$ cat config.mk
export PLATFORM = sky130hd
export DESIGN_NAME = apb_master_bridge
export DESIGN_NICKNAME = d
export VERILOG_FILES = /design/src/rtl/apb_pkg.sv /design/src/rtl/apb_timeout_ctr.sv /design/src/rtl/apb_master_bridge.sv
export SDC_FILE = /design/constraint.sdc
export NUM_CORES = 1
export LEC_CHECK = 0
export CELL_PAD_IN_SITES_DETAIL_PLACEMENT = 0
export CELL_PAD_IN_SITES_GLOBAL_PLACEMENT = 2
export CORE_MARGIN = 5
export CORE_UTILIZATION = 24
export DETAILED_ROUTE_END_ITERATION = 12
export PLACE_DENSITY = 0.79
export SYNTH_ARGS = -nofsm -noshare
export SYNTH_HDL_FRONTEND = slang
export SYNTH_SLANG_ARGS = --single-unit
$ cat constraint.sdc
create_clock -name pclk -period 1.9 [get_ports pclk]
set_input_delay 0.285 -clock pclk [delete_from_list [all_inputs] [get_ports pclk]]
set_output_delay 0.285 -clock pclk [all_outputs]
set_load 0.005 [all_outputs]
$ cat src/rtl/apb_pkg.sv
// Shared APB definitions: transfer-phase state encoding and default bus
// widths used by both the master bridge and the APB memory slave.
package apb_pkg;

  localparam int APB_ADDR_W = 8;
  localparam int APB_DATA_W = 32;

  typedef enum logic [1:0] {
    IDLE   = 2'b00,
    SETUP  = 2'b01,
    ACCESS = 2'b10
  } apb_state_e;

endpackage

$ cat src/rtl/apb_timeout_ctr.sv
// ACCESS-phase wait counter for the APB master bridge. Cleared before each
// ACCESS phase, counts stalled cycles and flags the last permitted one.
// Only instantiated when APB_MASTER_TIMEOUT_EN is defined.
module apb_timeout_ctr
  import apb_pkg::*;
#(
  parameter int LIMIT = 16
) (
  input  logic pclk,
  input  logic reset,
  input  logic clear,
  input  logic enable,
  output logic expired
);

  localparam int CW = $clog2(LIMIT + 1);

  logic [CW-1:0] count;

  // Count stalled ACCESS cycles; saturate once the limit is reached.
  always_ff @(posedge pclk or negedge reset) begin
    if (!reset) begin
      count <= '0;
    end else if (clear) begin
      count <= '0;
    end else if (enable && !expired) begin
      count <= count + 1'b1;
    end
  end

  // High during the LIMIT-th stalled cycle, so the abort edge ends exactly
  // LIMIT ACCESS cycles after entry.
  assign expired = (count == CW'(LIMIT - 1));

endmodule

$ cat src/rtl/apb_master_bridge.sv
// APB3 requester: accepts one host command at a time, runs it through the
// SETUP and ACCESS phases and returns a one-cycle response strobe.
// Optional feature: define APB_MASTER_TIMEOUT_EN to abort an ACCESS phase
// that waits TIMEOUT_CYC cycles without pready (reported as an error).
module apb_master_bridge
  import apb_pkg::*;
#(
  parameter int ADDR_W      = APB_ADDR_W,
  parameter int DATA_W      = APB_DATA_W,
  parameter int TIMEOUT_CYC = 16
) (
  input  logic              pclk,
  input  logic              reset,
  input  logic              cmd_valid,
  output logic              cmd_ready,
  input  logic              cmd_write,
  input  logic [ADDR_W-1:0] cmd_addr,
  input  logic [DATA_W-1:0] cmd_wdata,
  output logic              rsp_valid,
  output logic [DATA_W-1:0] rsp_rdata,
  output logic              rsp_err,
  output logic              psel,
  output logic              penable,
  output logic              pwrite,
  output logic [ADDR_W-1:0] paddr,
  output logic [DATA_W-1:0] pwdata,
  input  logic [DATA_W-1:0] prdata,
  input  logic              pready,
  input  logic              pslverr
);

  apb_state_e state;
  logic       timeout;

`ifdef APB_MASTER_TIMEOUT_EN
  apb_timeout_ctr #(
    .LIMIT(TIMEOUT_CYC)
  ) u_timeout_ctr (
    .pclk   (pclk),
    .reset  (reset),
    .clear  (state == SETUP),
    .enable ((state == ACCESS) && !pready),
    .expired(timeout)
  );
`else
  // Without the timeout the bridge waits on pready indefinitely; the limit
  // parameter is kept for a uniform interface but has no effect here.
  logic unused_timeout_cfg;
  assign unused_timeout_cfg = ^TIMEOUT_CYC;
  assign timeout            = 1'b0;
`endif

  // Only one transfer in flight: commands are taken only while idle.
  assign cmd_ready = (state == IDLE);

  // Transfer sequencing with registered APB and response outputs.
  // NOTE: sequential state uses non-blocking assignments so every register
  // samples pre-edge values, independent of statement order.
  always_ff @(posedge pclk or negedge reset) begin
    // NOTE: asynchronous reset clears every output register at once, which
    // also aborts an in-flight transfer without a response strobe.
    if (!reset) begin
      state     <= IDLE;
      psel      <= 1'b0;
      penable   <= 1'b0;
      pwrite    <= 1'b0;
      paddr     <= '0;
      pwdata    <= '0;
      rsp_valid <= 1'b0;
      rsp_err   <= 1'b0;
      rsp_rdata <= '0;
    end else begin
      rsp_valid <= 1'b0;
      case (state)
        IDLE: begin
          if (cmd_valid) begin
            pwrite <= cmd_write;
            paddr  <= cmd_addr;
            // Reads leave the last write data on the bus.
            if (cmd_write) pwdata <= cmd_wdata;
            psel   <= 1'b1;
            state  <= SETUP;
          end
        end
        SETUP: begin
          penable <= 1'b1;
          state   <= ACCESS;
        end
        ACCESS: begin
          // pready takes priority over a timeout hitting in the same cycle.
          if (pready) begin
            psel      <= 1'b0;
            penable   <= 1'b0;
            rsp_valid <= 1'b1;
            rsp_err   <= pslverr;
            rsp_rdata <= (pwrite || pslverr) ? '0 : prdata;
            state     <= IDLE;
          end else if (timeout) begin
            psel      <= 1'b0;
            penable   <= 1'b0;
            rsp_valid <= 1'b1;
            rsp_err   <= 1'b1;
            rsp_rdata <= '0;
            state     <= IDLE;
          end
        end
        default: begin
          psel    <= 1'b0;
          penable <= 1'b0;
          state   <= IDLE;
        end
      endcase
    end
  end

endmodule
==> flow_summary.toml, run 1 <==
[outcome]
outcome = "completed"

[timing]
fin_ws_ns = 0.169
finalClockSkew_ns = 0.00491
slew_violations = 0
max_slew_margin = 0.690
finalCriticalPeriod_ns = 1.73
finalHoldViolCount = 0
finalSetupViolCount = 0
fmax_mhz = 578
rsz0062_at_grt = "false"
worstMarginPinSlew_ns = 0.465
fin_tns_setup_ns = 0
period_share = 0.911

[min_path]
worst_hold_path_type = "primary input to asynchronous set/reset pin"

[power]
internal_power_w = 0.00591
comb_power_share = 0.424
seq_power_share = 0.370
leakagePower_nw = 2.21
peakVddDrop_uv = 683
switchingPower_w = 0.00224
swShare = 0.275
pwr-share-clk = 0.206
cellPowerDensity_nw_per_um2 = 1550

[floorplan]
die_area_um2 = 15500
io_pins = 156
core_area_um2 = 12700
die_y_um = 124
num_rows = 41
die_w_um = 124
start_util = 0.247

[place]
pre_cts_slack_ns = 0.0282
dp_hpwl_mm = 6.43
place_inst = 571
gp_congestion = 0.724
port_buffers = 155

[synth]
syn_nets = 325
syn_inst = 247
synth.avg_cell_area_um2 = 12.7
ys_warn_count = 0
synthTopCellsByArea = "dfrtp_1, mux2_4, nand2_1"
synth_top_area_share = 0.630
synth-seq-cells = 79
yosys.area.top_type = "dfrtp_1"
syn-cell-area_um2 = 3140
ys_types = 15
yosysSeqAreaShare = 0.630

[global_route]
grt_overflow = 0
grt_max_degree = 52
antenna_found_initial = 0
grt_pass1_vias = 2535
grtUsageTotal = 0.113
grt_pass1_wl_mm = 13.9

[layout]
antenna_cells = 0
drive_gt1_frac = 0.173
synthToLayoutAreaGrowth_pct = 67.0
mostFrequentLayoutCells = "clkdlybuf4s50_1, dfrtp_1, nand2_1, o21ai_0, mux2_4"
finalNetCount = 489
instances_no_fill = 588
layout_commonest_cell = "clkdlybuf4s50_1"

[routing]
drtIter0Drc = 95
wire_per_inst_um = 14.5
drcViolationCount = 0
vias = 2335
dr.pass1.iters = 4
antenna_left = 0
wl_mm = 8.50
routed_via_density = 3.97

[setup_path]
critPathKind = "flop to primary output"
crit_arrival_ns = 1.45
start_kind = "flop"
worstSetupEndpointType = "primary output"
critPathMaxFanout = 7
required_ns = 1.62

[clock_network]
post_cts_buffers = 0
clk_pin_slew_ns = 0.06
cts_tree = "done"
cts_max_level = 3
clk_latency_ns = 0.33
root_buffer = "clkbuf_16"
clk_path_buf_depth = 2
cts.sinks = 79
cts_made_buffers = 9

[job]
cap_violations = 0
through the flow:
stage               hold WS [ns]  cell area (um2)  power [W]   util
floorplan                -0.0106             3140    0.00427      -
global placement           0.282             4940    0.00650  0.388
detailed placement         0.282             4940    0.00657  0.388
CTS                        0.476             5240    0.00832  0.412
global route               0.483             5240    0.00871  0.412
finish                     0.464             5240    0.00815  0.412
path summary, 6_finish.rpt:
kind	from	to	slack, ns	cells after the start
max in group asynchronous	reset	rsp_rdata[19]$_DFFE_PN0P_	0.86	3
worst min register to register	rsp_rdata[10]$_DFFE_PN0P_	rsp_rdata[10]$_DFFE_PN0P_	0.47	2
worst min-delay path	reset	pwdata[11]$_DFFE_PN0P_	0.46	2
worst max-delay path	state[1]$_DFFE_PN0P_	cmd_ready	0.17	2
min in group pclk	rsp_rdata[10]$_DFFE_PN0P_	rsp_rdata[10]$_DFFE_PN0P_	0.47	2
worst max register to register	state[1]$_DFFE_PN0P_	pwdata[20]$_DFFE_PN0P_	0.33	4
cell usage after synthesis, drive strengths merged:
library cell and count:
dfrtp 79, o21a 1, nor2 3, and2 1, mux2 42, nand2 66, buf 10, clkbuf 5
o21ai 35, inv 2, nand3b 1, a21oi 1, nor3b 1
worst max-delay path, stage by stage, from the launching register on:
cell and delay, ns:
dfrtp_1 0.45, nor2_1 0.13, clkdlybuf4s50_1 0.54
cell type report:
type	instances	area, um2
clock buffer	11	233
clock inverter	5	58.8
inverter	2	7.51
multi-input combinational	151	1060
timing repair buffer	168	1690
fill	1290	7480
sequential	79	1980
tap	172	215
what timing repair did:
action	4_1_cts	5_1_grt
gates resized for setup	0	0
hold buffers	1	0
hold endpoints to repair	35	0
cell families (layout without fill, tap and decap cells):
kind of cell / count (synthesis) / after routing / share of synthesized area
compound gates: 37 / 37 / 0.0598
simple gates: 72 / 72 / 0.0917
mux: 42 / 42 / 0.187
buf+inv: 17 / 186 / 0.0323
flops: 79 / 79 / 0.630
sequential cells by signal, summed over array words and instances (netlist names):
signal,count
rsp_err,1
pwrite,1
rsp_valid,1
state,2
rsp_rdata,32
psel,1
paddr,8
pwdata,32
penable,1
routing by layer:
| layer | vias to the layer above | track usage | routed length (um) |
|---|---|---|---|
| met4 | 0 | 0.0290 | 102 |
| met1 | 1096 | 0.135 | 3670 |
| met2 | 87 | 0.176 | 4010 |
| met5 | - | 0 | 0 |
| met3 | 8 | 0.0626 | 708 |
| li1 | 1144 | - | - |
power by group through the flow:
stage               combinational (W)  sequential [W]  clock, W
finish                        0.00346         0.00301   0.00168
detailed placement            0.00352         0.00305         0
CTS                           0.00354         0.00303   0.00175
global placement              0.00347         0.00303         0
global route                  0.00375         0.00314   0.00182
floorplan                     0.00121         0.00306         0
Power figures use the tool's default switching activity.
==> run 2, diff against run 1 <==
--- a/config.mk
+++ b/config.mk
@@ -9,6 +9,7 @@
 export CELL_PAD_IN_SITES_GLOBAL_PLACEMENT = 2
 export CORE_MARGIN = 5
 export CORE_UTILIZATION = 24
+export CTS_BUF_LIST = sky130_fd_sc_hd__clkbuf_8 sky130_fd_sc_hd__clkbuf_16
 export DETAILED_ROUTE_END_ITERATION = 12
 export PLACE_DENSITY = 0.79
 export SYNTH_ARGS = -nofsm -noshare
==> flow_summary.toml, run 2 (synthesis gave the netlist of run 1 again) <==
[global_route]
grt_pass1_wl_mm = 13.9
grtUsageTotal = 0.113
antenna_found_initial = 0
grt_overflow = 0
grt_max_degree = 52
grt_pass1_vias = 2535

[timing]
finalClockSkew_ns = 0.00487
worstMarginPinSlew_ns = 0.465
worst_hold_slack_ns = 0.465
period_share = 0.911
slew_violations = 0
rsz0062_at_grt = "false"
fin_tns_setup_ns = 0
fmax_mhz = 578
max_slew_margin = 0.690
finalSetupViolCount = 0
finalCriticalPeriod_ns = 1.73
finalHoldViolCount = 0

[setup_path]
crit_arrival_ns = 1.45
start_kind = "flop"
r2r_cells = 4
worstSetupEndpointType = "primary output"
required_ns = 1.62
cp-endpoint = "cmd_ready"
r2r_start = "state[1]$_DFFE_PN0P_"
r2r_end = "pwdata[20]$_DFFE_PN0P_"
critPathMaxFanout = 7
crit_start = "state[1]$_DFFE_PN0P_"
critPathKind = "flop to primary output"
r2r_slack_ns = 0.33

[routing]
routed_via_density = 3.97
wl_mm = 8.50
vias = 2335
drcViolationCount = 0
drtIter0Drc = 95
dr.pass1.iters = 4
wire_per_inst_um = 14.5
antenna_left = 0

[floorplan]
num_rows = 41
io_pins = 156
die_y_um = 124
die_area_um2 = 15500
die_w_um = 124
start_util = 0.247
core_area_um2 = 12700

[outcome]
outcome = "completed"

[place]
dp_hpwl_mm = 6.43
port_buffers = 155
place_inst = 571
gp_congestion = 0.724

[layout]
layout_commonest_cell = "clkdlybuf4s50_1"
drive_gt1_frac = 0.173
antenna_cells = 0
top_regs = "pwdata (32), rsp_rdata (32), paddr (8)"
synthToLayoutAreaGrowth_pct = 67.0
finalNetCount = 489
instances_no_fill = 588
fillCellCount = 1290
mostFrequentLayoutCells = "clkdlybuf4s50_1, dfrtp_1, nand2_1, o21ai_0, mux2_4"

[clock_network]
clk_path_buf_depth = 2
clk_pin_slew_ns = 0.06
cts.sinks = 79
post_cts_resized = 0
cts_max_level = 3
post_cts_buffers = 0
cts_made_buffers = 9
root_buffer = "clkbuf_16"
clk_latency_ns = 0.33
cts_tree = "done"

[power]
cellPowerDensity_nw_per_um2 = 1550
p_total_w = 0.00814
peakVddDrop_uv = 679
leakagePower_nw = 2.22

[job]
cap_violations = 0

[min_path]
worst_hold_path_type = "primary input to asynchronous set/reset pin"
[run 2: area by class of cell]
cell class | count | area [um2] | share of cell area
Clock inverter | 7 | 66.3 | 0.0127
Clock buffer | 9 | 225 | 0.0430
Tap cell | 172 | 215 | 0.0411
Sequential cell | 79 | 1980 | 0.377
Timing Repair Buffer | 168 | 1690 | 0.322
Multi-Input combinational cell | 151 | 1060 | 0.203
Inverter | 2 | 7.51 | 0.00143
[run 2: how the worst min path moves through the flow]
stage / slack, ns / end / start / depth (start not counted)
2_1_floorplan: -0.01 / paddr[0]$_DFFE_PN0P_ / reset / 0
3_3_place_gp: 0.28 / pwdata[12]$_DFFE_PN0P_ / reset / 1
3_5_place_dp: 0.28 / pwdata[15]$_DFFE_PN0P_ / reset / 1
4_1_cts: 0.48 / pwdata[16]$_DFFE_PN0P_ / reset / 2
5_1_grt: 0.48 / rsp_rdata[31]$_DFFE_PN0P_ / prdata[31] / 3
6_report: 0.46 / pwdata[11]$_DFFE_PN0P_ / reset / 2
[run 2: where the power goes]
part	switching (W)	total, W	internal [W]	leakage [nW]
clock	0.000659	0.00167	0.00101	0.144
sequential	0.000485	0.00301	0.00253	0.986
combinational	0.00110	0.00346	0.00236	1.09
[run 2: worst max-delay path, stage by stage (launching register included)]
cell	delay [ns]
dfrtp_1	0.45
nor2_1	0.13
clkdlybuf4s50_1	0.54
[run 2: what timing repair did]
item,in CTS,in global routing
hold endpoints to repair,35,0
hold buffers,1,0
setup endpoints to repair,0,0
[run 2: through the flow]
| step | setup WS [ns] | util | cell area (um2) |
|---|---|---|---|
| 4_1_cts | 0.165 | 0.412 | 5240 |
| 3_5_place_dp | 0.0282 | 0.388 | 4940 |
| 2_1_floorplan | 0.457 | - | 3140 |
| 3_3_place_gp | 0.0905 | 0.388 | 4940 |
| 5_1_grt | 0.0642 | 0.412 | 5240 |
| 6_report | 0.169 | 0.412 | 5240 |
[run 2: routing by layer]
layer | routed length, um | up-vias | GRT usage
li1 | - | 1143 | -
met1 | 3680 | 1097 | 0.135
met2 | 4010 | 87 | 0.176
met3 | 707 | 8 | 0.0626
met4 | 100 | 0 | 0.0290
met5 | 0 | - | 0
==> RTL change 1 (settings of run 1) <==
The 3 states of `apb_state_e` get a one-hot encoding in 3 bits.
--- a/src/rtl/apb_pkg.sv
+++ b/src/rtl/apb_pkg.sv
@@ -5,10 +5,10 @@
   localparam int APB_ADDR_W = 8;
   localparam int APB_DATA_W = 32;
 
-  typedef enum logic [1:0] {
-    IDLE   = 2'b00,
-    SETUP  = 2'b01,
-    ACCESS = 2'b10
+  typedef enum logic [2:0] {
+    IDLE   = 3'b001,
+    SETUP  = 3'b010,
+    ACCESS = 3'b100
   } apb_state_e;
 
 endpackage
Behaviour: no difference found for any inputs over 10 cycles, from zero or initial values and one cycle with reset low; not proved beyond that.
==> RTL change 1 against run 1 <==
Worst setup slack gained 0.060 ns. Final area grew 1.5%. Synthesized cell count grew 2.4%. Synthesized area grew 1.7%. Power shrank 6.5%. Sequential power shrank 4%. Worst hold slack lost 0.075 ns. Sequential cell count grew 1. Largest power group unchanged. Cell count grew 1.4%. Routed wire length shrank 0.14%. Critical endpoint unchanged.
==> RTL change 1: results (changes against run 1) <==
Yosys
  • Ys async rst share: 1.00 (unchanged)
  • Post-synthesis sequential area ratio: 0.628 (-0.00214)
  • EDFF count, synth: 0 (unchanged)
  • Most frequent cells after synthesis: dfrtp_1, nand2_1, o21ai_0
  • Synth top area cells: dfrtp_1, mux2_4, nand2_1
  • Syn nets: 331 (+1.8%)
  • Distinct cells, synth: 24 (+9)

Placed design
  • IO buf count: 155 (unchanged)
  • Dpl hpwl: 6260 um (-2.6%)
  • GPL Wtd Cong: 0.676 (-6.6%)

Finish
  • Nets: 493 (+0.82%)
  • Top Registers: pwdata: 32 flops, rsp_rdata: 32 flops, paddr: 8 flops
  • Antenna cells: 0 (unchanged)
  • Fraction of layout instances using a drive strength above 1: 0.174 (+0.000733)
  • Fill count: 1298 (+0.62%)

Critical path
  • Worst reg2reg endpoint: pwdata[9]
  • Critical-path top delay cell: dfstp_2
  • R2R cell count: 4 (unchanged)
  • R2R setup slack: 0.29 ns (-0.04 ns)
  • Slowest Stage Delay on Critical Path: 0.58 ns (+0.04 ns)
  • Worst r2r src: state[0]
  • Crit path DAT: 1.39 ns (-0.06 ns)
  • Largest fanout on the critical path: 7 (unchanged)

Detailed routing
  • Routed WL per cell: 14.2 um (-1.5%)
  • Drt pass-1 iters: 4 (unchanged)
  • Initial drt markers: 90 (-5.3%)
  • Routed vias: 2399 (+2.7%)

Global route
  • Vias in the first global route: 2646 (+4.4%)
  • GRT Total Usage: 0.110 (-0.00247)
  • First-pass GRT wire length: 13900 um (-0.10%)
  • Initial antenna violation count: 0 (unchanged)
  • Largest net degree at the start of global routing: 66 (+27%)

Clock network
  • Reg clk slew, reported paths: 0.06 ns (about the same)
  • Bufs on Longest Clock Path: 2 (unchanged)
  • CTS root buf: clkbuf_16
  • Later-pin clock latency in the skew report: 0.33 ns (about the same)

Timing
  • WHS: 0.389 ns (-0.0752 ns)
  • Rel. slew slack: 0.809 (+0.119)
  • Worst clock skew: 0.00753 ns (+0.00262 ns)
  • Hold Vio Cnt, Final: 0 (unchanged)

Power
  • Sw Pwr: 2.02 mW (-9.7%)
  • Static leakage: 2.31 nW (+4.5%)
  • Highest ir drop seen on vdd: 0.675 mV (-1.2%)

Min path
  • Worst Hold Class: primary input to async pin

Outcome
  • Status: completed
==> RTL change 1: repair_timing <==
item	4_1_cts	5_1_grt
resized for setup	3	0
hold buffers	1	0
setup buffers	1	0
endpoints found under the hold margin	17	0
setup endpoints to repair	1	0
==> RTL change 1: cell families (layout without fill, tap and decap cells) <==
kind of cell	count (synthesis)	count (layout)	synth area share
buf+inv	19	186	0.0314
compound gates	38	38	0.0619
simple gates	75	75	0.100
mux	41	41	0.179
flops	80	80	0.628
==> RTL change 1: routing by layer <==
layer | vias to the layer above | global-route usage | share of wire
met2 | 105 | 0.162 | 0.43
met5 | - | 0 | 0
met3 | 11 | 0.0499 | 0.091
li1 | 1167 | - | -
met1 | 1116 | 0.142 | 0.46
met4 | 0 | 0.0459 | 0.018
==> RTL change 1: worst max path at each step <==
stage / startpoint / end / slack [ns]
after detailed placement: cmd_valid / pwdata[9] / 0.09
after global routing: state[0] / cmd_ready / 0.15
after CTS: state[0] / cmd_ready / 0.23
after floorplan: state[0] / pwdata[10] / 0.39
final: state[0] / cmd_ready / 0.23
after global placement: cmd_valid / pwdata[19] / 0.12
==> RTL change 1: power groups by stage <==
stage               registers, mW  logic, mW  clock network, mW
floorplan                    2.90       1.11                  0
global placement             2.89       3.06                  0
detailed placement           2.88       3.10                  0
CTS                          2.89       3.13               1.76
global route                 2.98       3.32               1.82
finish                       2.88       3.06               1.68
==> RTL change 1: critical path, delay by kind of cell (launching register included) <==
family | cells | cell delay, ns
buf+inv | 1 | 0.26
simple gates | 1 | 0.22
flops | 1 | 0.58
==> RTL change 1: area by class of cell <==
type | count | area, sq um | area share
flip-flops and latches | 80 | 2000 | 0.376
repair buffers | 165 | 1680 | 0.315
multi-input cells | 154 | 1110 | 0.208
clock buffers | 14 | 284 | 0.0534
well taps | 176 | 220 | 0.0414
inverters | 5 | 18.8 | 0.00353
clock inverters | 2 | 12.5 | 0.00235
==> RTL change 1: per-stage QoR <==
| stage | area, sq um | setup WS, ns | util | cells |
|---|---|---|---|---|
| 4_1_cts | 5320 | 0.227 | 0.405 | 596 |
| 3_5_place_dp | 5000 | 0.0935 | 0.380 | 578 |
| 2_1_floorplan | 3190 | 0.394 | - | 253 |
| 6_report | 5320 | 0.228 | 0.405 | 596 |
| 3_3_place_gp | 5000 | 0.121 | 0.380 | 578 |
| 5_1_grt | 5320 | 0.153 | 0.405 | 596 |
==> RTL change 2 (settings of run 1) <==
Without the edit above. The package constant `APB_ADDR_W` goes from 8 to 10.
--- a/src/rtl/apb_pkg.sv
+++ b/src/rtl/apb_pkg.sv
@@ -2,7 +2,7 @@
 // widths used by both the master bridge and the APB memory slave.
 package apb_pkg;
 
-  localparam int APB_ADDR_W = 8;
+  localparam int APB_ADDR_W = 10;
   localparam int APB_DATA_W = 32;
 
   typedef enum logic [1:0] {
Interface: changed (resized cmd_addr and paddr); port bits go from 156 to 160. The function was not compared with the original's and may differ.
==> RTL change 2 against run 1 <==
Synthesized area is 3.3% higher. Sequential cell count increased by 2. Power increased by 2.9%. Cell count is 2.0% higher. Utilization down 0.45 points. Die area is 3.1% higher. Routed wire length rose by 5.4%. Final area grew 3.0%. Worst setup slack got worse by 0.052 ns. Largest cell class unchanged.
==> RTL change 2: results (changes against run 1) <==
Outcome
  • Status: completed

Placed design
  • DP Worst Slack: 0.0598 ns (+0.0316 ns)
  • Placed Area: 5090 sq um (+3.0%)
  • Dpl hpwl: 6770 um (+5.2%)
  • IO buf count: 159 (+2.6%)

Global route
  • Largest net degree at the start of global routing: 47 (-9.6%)
  • GRT Total Usage: 0.114 (+0.000653)
  • Met2 usage: 0.167 (-0.00907)
  • First-pass GRT wire length: 14200 um (+1.7%)
  • Met1 GRT Util: 0.145 (+0.00984)
  • Initial antenna violation count: 0 (unchanged)
  • M3 GR Usage: 0.0542 (-0.00842)

Detailed routing
  • Initial drt markers: 53 (-44%)
  • Met2 routed WL: 4030 um (+0.42%)
  • Routed WL per cell: 14.9 um (+3.3%)
  • Met1 WL: 3980 um (+8.4%)

Power
  • Static leakage: 2.27 nW (+2.8%)
  • Highest ir drop seen on vdd: 0.595 mV (-13%)

Timing
  • Tightest Pin Transition: 0.390 ns (-0.0750 ns)
  • Worst clock skew: 0.00508 ns (+0.000173 ns)

Yosys
  • Synth top area cells: dfrtp_1, mux2_4, nand2_1
  • Top-area cell type share of the netlist area: 0.625 (-0.00497)
  • Distinct cells, synth: 16 (+1)
  • Mapped Cells: 251 (+1.6%)
  • Post-synthesis sequential area ratio: 0.625 (-0.00497)

Critical path
  • Slowest Stage Delay on Critical Path: 0.52 ns (-0.02 ns)

Finish
  • Nets: 499 (+2.0%)
  • Top Registers: pwdata: 32 flops, rsp_rdata: 32 flops, paddr: 10 flops
  • Fraction of layout instances using a drive strength above 1: 0.177 (+0.00381)
  • Fin util: 0.408 (-0.00448)

Clock network
  • CTS root buf: clkbuf_16
-- RTL change 2: path summary, 6_finish.rpt --
| check | from | end | slack, ns | cells past startpoint |
|---|---|---|---|---|
| min in group pclk | rsp_rdata[2] | rsp_rdata[2] | 0.48 | 2 |
| max in group asynchronous | reset | rsp_rdata[23] | 0.81 | 3 |
| setup reg to reg | state[1] | pwdata[0] | 0.36 | 4 |
| setup / recovery | state[1] | cmd_ready | 0.12 | 2 |
| hold reg to reg | rsp_rdata[2] | rsp_rdata[2] | 0.48 | 2 |
| hold / removal | reset | rsp_rdata[2] | 0.42 | 2 |
-- RTL change 2: kinds of logic (layout without fill, tap and decap cells) --
family | Yosys count | after routing | share of synthesized area
flip-flops | 81 | 81 | 0.625
AND/OR/NAND/NOR | 72 | 72 | 0.0906
multiplexers | 44 | 44 | 0.187
AO/OA/AOI/OAI | 37 | 37 | 0.0578
buffers and inverters | 17 | 190 | 0.0393
-- RTL change 2: worst max-delay path, delay by kind of cell (launching register included) --
family | cells | cell delay (ns)
simple gates | 1 | 0.18
flops | 1 | 0.46
buf+inv | 1 | 0.52
-- RTL change 2: power breakdown --
group / total (mW) / switching, mW / internal (mW)
logic: 3.56 / 1.12 / 2.44
registers: 3.11 / 0.512 / 2.59
clock network: 1.72 / 0.697 / 1.02
total: 8.38 / 2.33 / 6.05
-- RTL change 2: layout make-up --
class / instances / area share
Clock buffer: 10 / 0.0424
Clock inverter: 6 / 0.0128
Inverter: 2 / 0.00139
Multi-Input combinational cell: 153 / 0.202
Sequential cell: 81 / 0.376
Tap cell: 176 / 0.0408
Timing Repair Buffer: 172 / 0.325
